$ cat src/rtl/hazard_scoreboard.sv
// Scoreboard hazard unit: per-register ready countdowns, RAW stall, bypass select, branch flush.
// Optional HAZARD_STATS_EN adds saturating stall/flush cycle counters.
module hazard_scoreboard #(
    parameter int AW         = 5,
    parameter int LAT_W      = 3,
    parameter int MAX_LAT    = 4,
    parameter int BR_PENALTY = 2
) (
    input  logic             clk,
    input  logic             rst_n,
    input  logic             id_valid,
    input  logic [AW-1:0]    id_rs,
    input  logic [AW-1:0]    id_rt,
    input  logic             id_uses_rt,
    input  logic [AW-1:0]    id_rd,
    input  logic             id_reg_write,
    input  logic [LAT_W-1:0] id_lat,
    input  logic             wb_valid,
    input  logic [AW-1:0]    wb_rd,
    input  logic             branch_taken,
    output logic             stall,
    output logic             flush,
    output logic             issue_ok,
    output logic             fwd_a,
    output logic             fwd_b
`ifdef HAZARD_STATS_EN
    ,
    output logic [15:0]      stall_cycles,
    output logic [15:0]      flush_cycles
`endif
);

    localparam int unsigned NREG = 2 ** AW;
    localparam int FW = $clog2(BR_PENALTY + 1);

    logic [NREG-1:0]  busy;
    logic [LAT_W-1:0] cnt [NREG];
    logic [FW-1:0]    fcnt;
    logic             rdy_a;
    logic             rdy_b;
    logic             alloc;
    logic [LAT_W-1:0] lat_clamp;

    always_comb begin
        flush     = (fcnt != '0);
        rdy_a     = (id_rs == '0) || !busy[id_rs] || (cnt[id_rs] == '0);
        rdy_b     = (id_rt == '0) || !busy[id_rt] || (cnt[id_rt] == '0);
        fwd_a     = (id_rs != '0) && busy[id_rs] && (cnt[id_rs] == '0);
        fwd_b     = (id_rt != '0) && busy[id_rt] && (cnt[id_rt] == '0);
        stall     = id_valid & ~flush & (~rdy_a | (id_uses_rt & ~rdy_b));
        issue_ok  = rst_n & id_valid & ~stall & ~flush;
        alloc     = issue_ok & id_reg_write & (id_rd != '0);
        lat_clamp = (id_lat > LAT_W'(MAX_LAT)) ? LAT_W'(MAX_LAT) : id_lat;
    end

    // Allocation overrides both writeback clear and countdown for the same entry.
    always_ff @(posedge clk or negedge rst_n) begin
        if (!rst_n) begin
            busy <= '0;
            for (int unsigned r = 0; r < NREG; r++) begin
                cnt[r] <= '0;
            end
        end else begin
            for (int unsigned r = 0; r < NREG; r++) begin
                if (alloc && (id_rd == AW'(r))) begin
                    busy[r] <= 1'b1;
                    cnt[r]  <= lat_clamp;
                end else begin
                    if (wb_valid && (wb_rd == AW'(r))) begin
                        busy[r] <= 1'b0;
                    end
                    if (busy[r] && (cnt[r] != '0)) begin
                        cnt[r] <= cnt[r] - LAT_W'(1);
                    end
                end
            end
        end
    end

    always_ff @(posedge clk or negedge rst_n) begin
        if (!rst_n) begin
            fcnt <= '0;
        end else if (branch_taken) begin
            fcnt <= FW'(BR_PENALTY);
        end else if (flush) begin
            fcnt <= fcnt - FW'(1);
        end
    end

`ifdef HAZARD_STATS_EN
    always_ff @(posedge clk or negedge rst_n) begin
        if (!rst_n) begin
            stall_cycles <= '0;
            flush_cycles <= '0;
        end else begin
            if (stall && (stall_cycles != '1)) begin
                stall_cycles <= stall_cycles + 16'd1;
            end
            if (flush && (flush_cycles != '1)) begin
                flush_cycles <= flush_cycles + 16'd1;
            end
        end
    end
`endif

endmodule

$ cat config.mk
export PLATFORM = sky130hd
export DESIGN_NAME = hazard_scoreboard
export DESIGN_NICKNAME = d
export VERILOG_FILES = /design/src/rtl/hazard_scoreboard.sv
export SDC_FILE = /design/constraint.sdc
export NUM_CORES = 1
export LEC_CHECK = 0
export ABC_AREA = 0
export ABC_CLOCK_PERIOD_IN_PS = 7900
export BUFFER_PORTS_ARGS = -buffer_cell sky130_fd_sc_hd__buf_2
export CAP_MARGIN = 20
export CELL_PAD_IN_SITES_DETAIL_PLACEMENT = 1
export CELL_PAD_IN_SITES_GLOBAL_PLACEMENT = 1
export CORE_UTILIZATION = 52
export DETAILED_ROUTE_END_ITERATION = 16
export HOLD_SLACK_MARGIN = 0.05
export PLACE_DENSITY = 0.95
export SYNTH_ARGS = -nofsm -noshare
export SYNTH_HDL_FRONTEND = slang
export SYNTH_SLANG_ARGS = --single-unit
$ cat constraint.sdc
create_clock -name clk -period 7.9 [get_ports clk]
set_clock_uncertainty 0.2 [all_clocks]
set_input_delay 0.79 -clock clk [delete_from_list [all_inputs] [get_ports clk]]
set_output_delay 0.79 -clock clk [all_outputs]
set_load 0.02 [all_outputs]
==> results of run 1 <==
==> routing by layer <==
layer  GRT usage  wire length [µm]  up-vias
met5           0                 0        -
met4      0.2004              1494        0
met3     0.09615              2416      137
met2      0.5873             14710      429
met1      0.4201             11510     3918
li1            -                 -     3370
==> stage by stage <==
stage          utilization  setup slack, ns
3_5_place_dp        0.5397            2.692
6_report            0.5758            2.556
4_1_cts             0.5758            2.649
2_1_floorplan            -            3.834
3_3_place_gp        0.5397            2.803
5_1_grt             0.5758            2.421
==> power groups by stage <==
stage               Clock (mW)  Combinational, mW  Sequential [mW]
detailed placement           0              0.917             1.08
finish                   0.877              0.967             1.09
CTS                      0.879              0.965             1.08
global placement             0              0.819             1.06
floorplan                    0              0.692             1.01
global route             0.901               1.08             1.11
==> logic make-up (layout without fill, tap and decap cells) <==
family / count (synthesis) / count (layout) / synth area share
buffers and inverters: 158 / 175 / 0.08706
and+or+nand+nor: 288 / 288 / 0.1733
muxes: 122 / 122 / 0.1694
xor gates and xnor gates: 33 / 33 / 0.03108
adders and majority gates: 65 / 65 / 0.08746
DFF: 130 / 130 / 0.3498
AOI/OAI and AO/OA: 159 / 159 / 0.1019
==> path summary, 6_finish.rpt <==
| check | startpoint | to | slack [ns] | depth (start not counted) |
|---|---|---|---|---|
| max | id_rt[1] | stall | 2.56 | 8 |
| min | rst_n | cnt[44]$_DFFE_PN0P_ | 0.11 | 1 |
| max reg2reg | cnt[55]$_DFFE_PN0P_ | cnt[2]$_DFFE_PN0P_ | 4.17 | 7 |
| min reg2reg | fcnt[1]$_DFFE_PN0P_ | fcnt[1]$_DFFE_PN0P_ | 0.30 | 1 |
| max in group asynchronous | rst_n | cnt[4]$_DFFE_PN0P_ | 5.99 | 2 |
| min in group clk | branch_taken | fcnt[0]$_DFFE_PN0P_ | 0.29 | 2 |
==> registers in the layout, indices dropped and copies added (netlist names) <==
register  flops
busy         32
cnt          96
fcnt          2
==> layout by cell type, fill, tap and decap left out, types with 7 or more instances in the layout <==
cell                        netlist  final
sky130_fd_sc_hd__nand2b_1        44     44
sky130_fd_sc_hd__nand3_1         12     12
sky130_fd_sc_hd__clkbuf_16        0     17
sky130_fd_sc_hd__nand2_1         72     72
sky130_fd_sc_hd__nor4_1          25     25
sky130_fd_sc_hd__nor2_1          50     50
sky130_fd_sc_hd__ha_1            65     65
sky130_fd_sc_hd__nor3_2          10     10
sky130_fd_sc_hd__o21ai_0         76     76
sky130_fd_sc_hd__buf_2            8     33
sky130_fd_sc_hd__xnor2_1         32     32
sky130_fd_sc_hd__mux2_2          13     13
sky130_fd_sc_hd__or4_4           17     17
sky130_fd_sc_hd__a21oi_1         38     38
sky130_fd_sc_hd__mux2i_1         70     70
sky130_fd_sc_hd__or2_2            7      7
sky130_fd_sc_hd__dfrtp_1        130    130
sky130_fd_sc_hd__mux4_2          18     18
sky130_fd_sc_hd__nor3_1          19     19
sky130_fd_sc_hd__a311oi_1         7      7
sky130_fd_sc_hd__mux2_4          19     19
sky130_fd_sc_hd__inv_1          105    105
sky130_fd_sc_hd__a211oi_1         8      8
==> area by class of cell <==
cell class | count | share of cell area
sequential | 130 | 0.3255
multi-input combinational | 667 | 0.5239
inverter | 106 | 0.03981
tap | 225 | 0.02817
timing repair buffer | 37 | 0.01990
clock buffer | 19 | 0.04432
clock inverter | 13 | 0.01840
==> summary.md, run 1 <==
| Metric | Value |
|---|---|
| Cells along the critical path | `buf_2 > mux4_1 > mux2_2 > a221oi_1 > o221a_2 > or2_2 > and3_1 > buf_2` |
| Sort of element at the end of the critical path | `output port` |
| Number of buffers added on ports | `34` |
| Fraction of power spent switching nets | `0.3749` |
| Area share of the leading cell type in the synthesized netlist | `0.3498` |
| Data arrival time of the critical path | `about 4.4 ns` |
| Max Fanout on Critical Path | `38` |
| Top-count cell post-synth | `sky130_fd_sc_hd__dfrtp_1` |
| Worst path bufs/invs | `2` |
| Netlist Area Pre-Place | `0.009299 mm²` |
| Height of the die | `135.7 µm` |
| Length of the first detailed-routing pass in iterations | `5` |
| Via count of the first global-routing pass | `slightly below 9000` |
| Number of H-tree levels | `4` |
| Final hold violation count | `0` |
| Detailed Route WL | `30.13 mm` |
| Dominant cells by area after synthesis | `sky130_fd_sc_hd__dfrtp_1 (35%), sky130_fd_sc_hd__ha_1 (8.7%), sky130_fd_sc_hd__mux2i_1 (7.5%)` |
| Number of buffers created by CTS | `17` |
| Kind of cell adding the most delay to the critical path | `compound AO/OA/AOI/OAI gates` |
| Count of nets after finishing | `1054` |
| Share of power burned in registers | `0.372` |
| Yosys reg bits | `130` |
| Measured slew at the worst slew-check pin | `0.9255 ns` |
| CTS clk-pin slew, worst paths | `0.06 ns` |
| CTS resizes | `0` |
| Dpl cell area | `between 0.009 and 0.01 mm²` |
| Relative contribution of combinational cells to total power | `0.329` |
| FMAX | `~190 MHz` |
| CORE AREA | `roughly 0.017 mm²` |
| Dominant register cell in the synthesized netlist | `sky130_fd_sc_hd__dfrtp_1` |
| Post-route DRC | `0` |
| Diodes inserted | `0` |
| Worst slew margin relative to its limit | `0.3830` |
| Total Routing Usage GR | `0.3568` |
| Tcrit/Tclk final | `0.6765` |
| Relative area change from synthesis to final layout | `7.481%` |
| HPWL reported at the end of detailed placement | `slightly below 20 mm` |
| Post-Syn Area per Cell | `9.737 µm²` |
| Fraction of synthesis flops using an asynchronous set or reset pin | `1.000` |
| Number of placed instances, taps included | `around 1200` |
| Cells after Synth | `about 960` |
| PD cells | `approximately 300 mW/mm²` |
| Internal power of the cells | `~1.8 mW` |
| Critical path data required time | `6.91 ns` |
| Area occupied by multi-input gates | `between 0.005 and 0.006 mm²` |
| Final worst hold slack | `between 0.1 and 0.15 ns` |
| Initial DRC Count | `a little over 700` |
| Class of the worst hold path | `input port to async pin` |
| Largest stage delay on the critical path | `around 0.77 ns` |
| Via density per instance | `between 6 and 7` |
| Total power consumption of the routed design | `just under 3 mW` |
| Sequential cell area | `~0.0033 mm²` |
| Final non-filler cell area | `between 0.009 and 0.01 mm²` |
| ANT nets after route | `0` |
| Initial antenna violation count | `0` |
| Accumulated negative setup slack | `0 ns` |
| Number of enable-type register cells in the synthesized netlist | `0` |
| Die Wd | `roughly 140 µm` |
| Most used standard cells in the synthesized netlist | `sky130_fd_sc_hd__dfrtp_1 (130), sky130_fd_sc_hd__inv_1 (105), sky130_fd_sc_hd__o21ai_0 (76)` |
| Proportion of layout cells with a drive suffix above 1 | `0.1615` |
| Die area | `between 0.015 and 0.02 mm²` |
| Root buf cell | `sky130_fd_sc_hd__clkbuf_16` |
| GP Congestion | `0.9371` |
| Static Leak | `roughly 4.8 nW` |
| Top Ports | `35` |
| Number of max-cap violations | `0` |
| Most common cell type on the critical path | `sky130_fd_sc_hd__buf_2` |
| Unrepaired setup endpoints after global routing | `no` |
| Startpoint Class | `input port` |
| Fraction of power consumed by the clock network | `0.299` |
| Number of standard-cell rows in the floorplan | `48` |
| Number of endpoints failing setup at the final stage | `0` |
| Clock buffer depth | `2` |
| Clock tree from TritonCTS | `done` |
| Max Slew Vio Count | `0` |
| Seq/Total Area, Yosys | `0.3498` |
| Total number of vias | `7854` |
| Cell with the largest stage delay on the worst path | `sky130_fd_sc_hd__o221a_2` |
| Sinks on the clock net | `130` |
| Post-route insts no fill | `1197` |
| Post-synthesis cell type with the largest combined area | `sky130_fd_sc_hd__dfrtp_1` |
| Number of different library cells in the post-synthesis netlist | `a little under 60` |
| Worst ir drop on vdd | `205.9 µV` |
| Effective utilization at floorplan | `0.5358` |
| Hold bufs inserted after CTS | `0` |
| Syn Nets | `between 1000 and 1500` |
| Path type of the worst setup path | `input port to output port` |
| Switching pwr | `between 1 and 1.5 mW` |
| Post-layout min period | `approximately 5.3 ns` |
| Global route total overflow | `0` |
| Total setup buffers inserted after CTS | `0` |
| Worst-Skew Late Latency | `about 0.46 ns` |
| Largest net degree at the start of global routing | `70` |
| Outcome | `finished clean` |
| Number of warning messages in the yosys log | `0` |
| Average wire length per cell after detail routing | `approximately 25 µm` |
| Filler cell count in the final layout | `1904` |
| Global-route wire length before repair | `roughly 50 mm` |
Note: power is estimated with default switching activity, not from simulation.
==> run 2, diff against run 1 <==
--- a/config.mk
+++ b/config.mk
@@ -6,15 +6,15 @@
 export NUM_CORES = 1
 export LEC_CHECK = 0
 export ABC_AREA = 0
-export ABC_CLOCK_PERIOD_IN_PS = 7900
+export ABC_CLOCK_PERIOD_IN_PS = 4900
 export BUFFER_PORTS_ARGS = -buffer_cell sky130_fd_sc_hd__buf_2
 export CAP_MARGIN = 20
 export CELL_PAD_IN_SITES_DETAIL_PLACEMENT = 1
 export CELL_PAD_IN_SITES_GLOBAL_PLACEMENT = 1
-export CORE_UTILIZATION = 52
+export CORE_UTILIZATION = 45
 export DETAILED_ROUTE_END_ITERATION = 16
 export HOLD_SLACK_MARGIN = 0.05
-export PLACE_DENSITY = 0.95
+export PLACE_DENSITY = 0.88
 export SYNTH_ARGS = -nofsm -noshare
 export SYNTH_HDL_FRONTEND = slang
 export SYNTH_SLANG_ARGS = --single-unit
==> constraint.sdc (replaced) <==
create_clock -name clk -period 4.9 [get_ports clk]
set_clock_uncertainty 0.2 [all_clocks]
set_input_delay 0.49 -clock clk [delete_from_list [all_inputs] [get_ports clk]]
set_output_delay 0.49 -clock clk [all_outputs]
set_load 0.02 [all_outputs]
==> run 2 against run 1 <==
Net effect:
- clock power grew 68%
- worst hold slack gained 0.18 ns
- core utilization shrank 7.5 points
- count of clock-buffer cells in the layout grew 4
- wire length shrank 1.1%
- via count shrank 0.81%
- die area grew 15%
- global-route usage shrank 6.5 points
- critical path type unchanged
- largest cell class unchanged
- highest routed layer unchanged
==> summary.md, run 2 (same netlist as run 1, synthesis figures left out) <==
| Metric | Value |
|---|---|
| Hold bufs inserted after CTS | `2 (was 0)` |
| WHS Path Cells | `4` |
| Leading registers by flop count | `cnt (96), busy (32), fcnt (2) (unchanged)` |
| Worst-Skew Late Latency | `0.45 ns (was 0.46 ns)` |
| Startpoint of the most critical register-to-register path | `cnt[88]$_DFFE_PN0P_ (was cnt[55]$_DFFE_PN0P_)` |
| Proportion of layout cells with a drive suffix above 1 | `0.1636 (was 0.1615)` |
| Minimum setup slack among reg-to-reg paths | `1.11 ns (was 4.17 ns)` |
| Total Routing Usage GR | `0.2919 (was 0.3568)` |
| CORE AREA | `0.02023 mm² (was 0.01736 mm²)` |
| Final worst hold slack | `0.2875 ns (was 0.1123 ns)` |
| Met3 Track Usage GR | `0.05862 (was 0.09615)` |
| Post-route DRC | `0 (unchanged)` |
| Total setup buffers inserted after CTS | `0 (unchanged)` |
| Critical path data required time | `4.21 ns (was 6.91 ns)` |
| Worst R2R Path Depth | `8 (was 7)` |
| Via density per instance | `6.237 (was 6.561)` |
| Clock buffer depth | `2 (unchanged)` |
| Height of the die | `145.8 µm (was 135.7 µm)` |
| CTS resizes | `0 (unchanged)` |
| Worst ir drop on vdd | `260.8 µV (was 205.9 µV)` |
| Number of buffers created by CTS | `17 (unchanged)` |
| Outcome | `finished clean (unchanged)` |
| Effective utilization at floorplan | `0.4596 (was 0.5358)` |
| Number of endpoints failing setup at the final stage | `0 (unchanged)` |
| Tcrit/Tclk final | `0.9053` |
| Number of max-cap violations | `0 (unchanged)` |
| Accumulated negative setup slack | `0 ns (unchanged)` |
| Initial DRC Count | `581 (was 724)` |
| Post-layout min period | `approximately 4.4 ns` |
| Startpoint Class | `input port (unchanged)` |
| Number of flip-flops in the largest register | `96 (unchanged)` |
| Met2 Track Usage GR | `0.4902 (was 0.5873)` |
| Total number of vias | `7790 (was 7854)` |
| Top Ports | `35 (unchanged)` |
| R2r endpoint | `cnt[59]$_DFFE_PN0P_ (was cnt[2]$_DFFE_PN0P_)` |
| Worst slew margin relative to its limit | `0.3488 (was 0.3830)` |
| Root buf cell | `sky130_fd_sc_hd__clkbuf_16 (unchanged)` |
| Detailed Route WL | `29.80 mm (was 30.13 mm)` |
| Unrepaired setup endpoints after global routing | `no (unchanged)` |
| Max Slew Vio Count | `0 (unchanged)` |
| Endpoint with the worst hold slack | `busy[19]$_DFFE_PN0P_` |
| Number of H-tree levels | `4 (unchanged)` |
| Hold path start | `id_rd[3]` |
| Path type of the worst setup path | `input port to output port (unchanged)` |
| Largest register by flop count | `cnt (unchanged)` |
| Max Fanout on Critical Path | `31 (was 38)` |
| Met1 layer usage reported by global route | `0.3463 (was 0.4201)` |
| FMAX | `225.4 MHz` |
| Commonest non-fill, non-tap cells in the layout | `sky130_fd_sc_hd__dfrtp_1 (130), sky130_fd_sc_hd__inv_1 (105), sky130_fd_sc_hd__o21ai_0 (76) (unchanged)` |
| ANT nets after route | `0 (unchanged)` |
| Sinks on the clock net | `130 (unchanged)` |
| Largest net degree at the start of global routing | `71 (was 70)` |
| Number of buffers added on ports | `34 (unchanged)` |
| GP Congestion | `0.8897 (was 0.9371)` |
| Global-route wire length before repair | `47.40 mm (was 48.62 mm)` |
| Via count of the first global-routing pass | `8531 (was 8657)` |
| Number of standard-cell rows in the floorplan | `52 (was 48)` |
| Global route total overflow | `0 (unchanged)` |
| Sort of element at the end of the critical path | `output port (unchanged)` |
| Die Wd | `145.8 µm (was 135.7 µm)` |
| Length of the first detailed-routing pass in iterations | `5 (unchanged)` |
| Average wire length per cell after detail routing | `23.86 µm (was 25.17 µm)` |
| Most frequent standard cell in the layout excluding fill and tap cells | `sky130_fd_sc_hd__dfrtp_1 (unchanged)` |
| CTS clk-pin slew, worst paths | `0.06 ns (about the same)` |
| Count of nets after finishing | `1060 (was 1054)` |
| Static Leak | `4.879 nW (was 4.831 nW)` |
| Data arrival time of the critical path | `3.75 ns (was 4.35 ns)` |
| Clock tree from TritonCTS | `done (unchanged)` |
| PD cells | `471.3 mW/mm² (was 293.6 mW/mm²)` |
| Global-route layer with the greatest usage | `met2 (unchanged)` |
| Die area | `0.02124 mm² (was 0.01842 mm²)` |
| Measured slew at the worst slew-check pin | `0.9768 ns (was 0.9255 ns)` |
| Final hold violation count | `0 (unchanged)` |
| Class of the worst hold path | `input port to flop (was input port to async pin)` |
| Relative area change from synthesis to final layout | `9.042% (was 7.481%)` |
| Initial antenna violation count | `0 (unchanged)` |
| HPWL reported at the end of detailed placement | `20.27 mm (was 19.79 mm)` |
## run 2: changes by cell type in the layout (fill, tap and decap cells not counted), sizes merged
cell | before | now
clkinv | 5 | 2
buf | 37 | 41
inv | 107 | 106
bufinv | 4 | 5
diode | 0 | 1
clkbuf | 19 | 23
clkinvlp | 3 | 2
dlygate4sd3 | 0 | 2
## run 2: layer usage
metal	part of all wire	routed length, µm
met5	0	0
met3	0.070	2085
met4	0.051	1514
met2	0.49	14640
met1	0.39	11560
## run 2: where the power goes
group	switching [mW]	internal (mW)
combinational	0.877	0.689
sequential	0.340	1.41
clock	0.511	0.955
total	1.73	3.05
## run 2: area by class of cell
type                       instances  area [µm²]
antenna                            1       2.502
clock buffer                      23       488.0
sequential                       130        3253
timing repair buffer              43       249.0
clock inverter                     9       175.2
multi-input combinational        667        5236
fill                            2246       10090
inverter                         106       397.9
tap                              270       337.8
## run 2: worst max path at each step
stage                  start        to  slack, ns
floorplan           id_rs[0]  issue_ok       1.43
global placement    id_rt[1]     stall       0.71
detailed placement  id_rs[0]     stall       0.61
CTS                 id_rs[0]     stall       0.58
global route        id_rs[0]     stall       0.34
finish              id_rt[1]     stall       0.46
## run 2: through the flow
| stage | util | std cells | setup WS, ns | instance area [µm²] | total power [mW] |
|---|---|---|---|---|---|
| final | 0.5011 | 1249 | 0.4639 | 10140 | 4.779 |
| after global routing | 0.5010 | 1248 | 0.3403 | 10140 | 5.050 |
| after CTS | 0.5010 | 1248 | 0.5802 | 10140 | 4.775 |
| after detailed placement | 0.4672 | 1214 | 0.6055 | 9454 | 3.224 |
| after global placement | 0.4672 | 1214 | 0.7114 | 9454 | 3.045 |
| after floorplan | - | 955 | 1.434 | 9299 | 2.736 |
## run 2: worst max-delay path: stages
cell                        delay [ns]
sky130_fd_sc_hd__buf_2            0.57
sky130_fd_sc_hd__nor4b_1          0.49
sky130_fd_sc_hd__nor4_1           0.15
sky130_fd_sc_hd__nor4_1           0.54
sky130_fd_sc_hd__o2bb2ai_1        0.16
sky130_fd_sc_hd__o221a_2          0.46
sky130_fd_sc_hd__or2_2            0.48
sky130_fd_sc_hd__and3_1           0.22
sky130_fd_sc_hd__buf_2            0.15
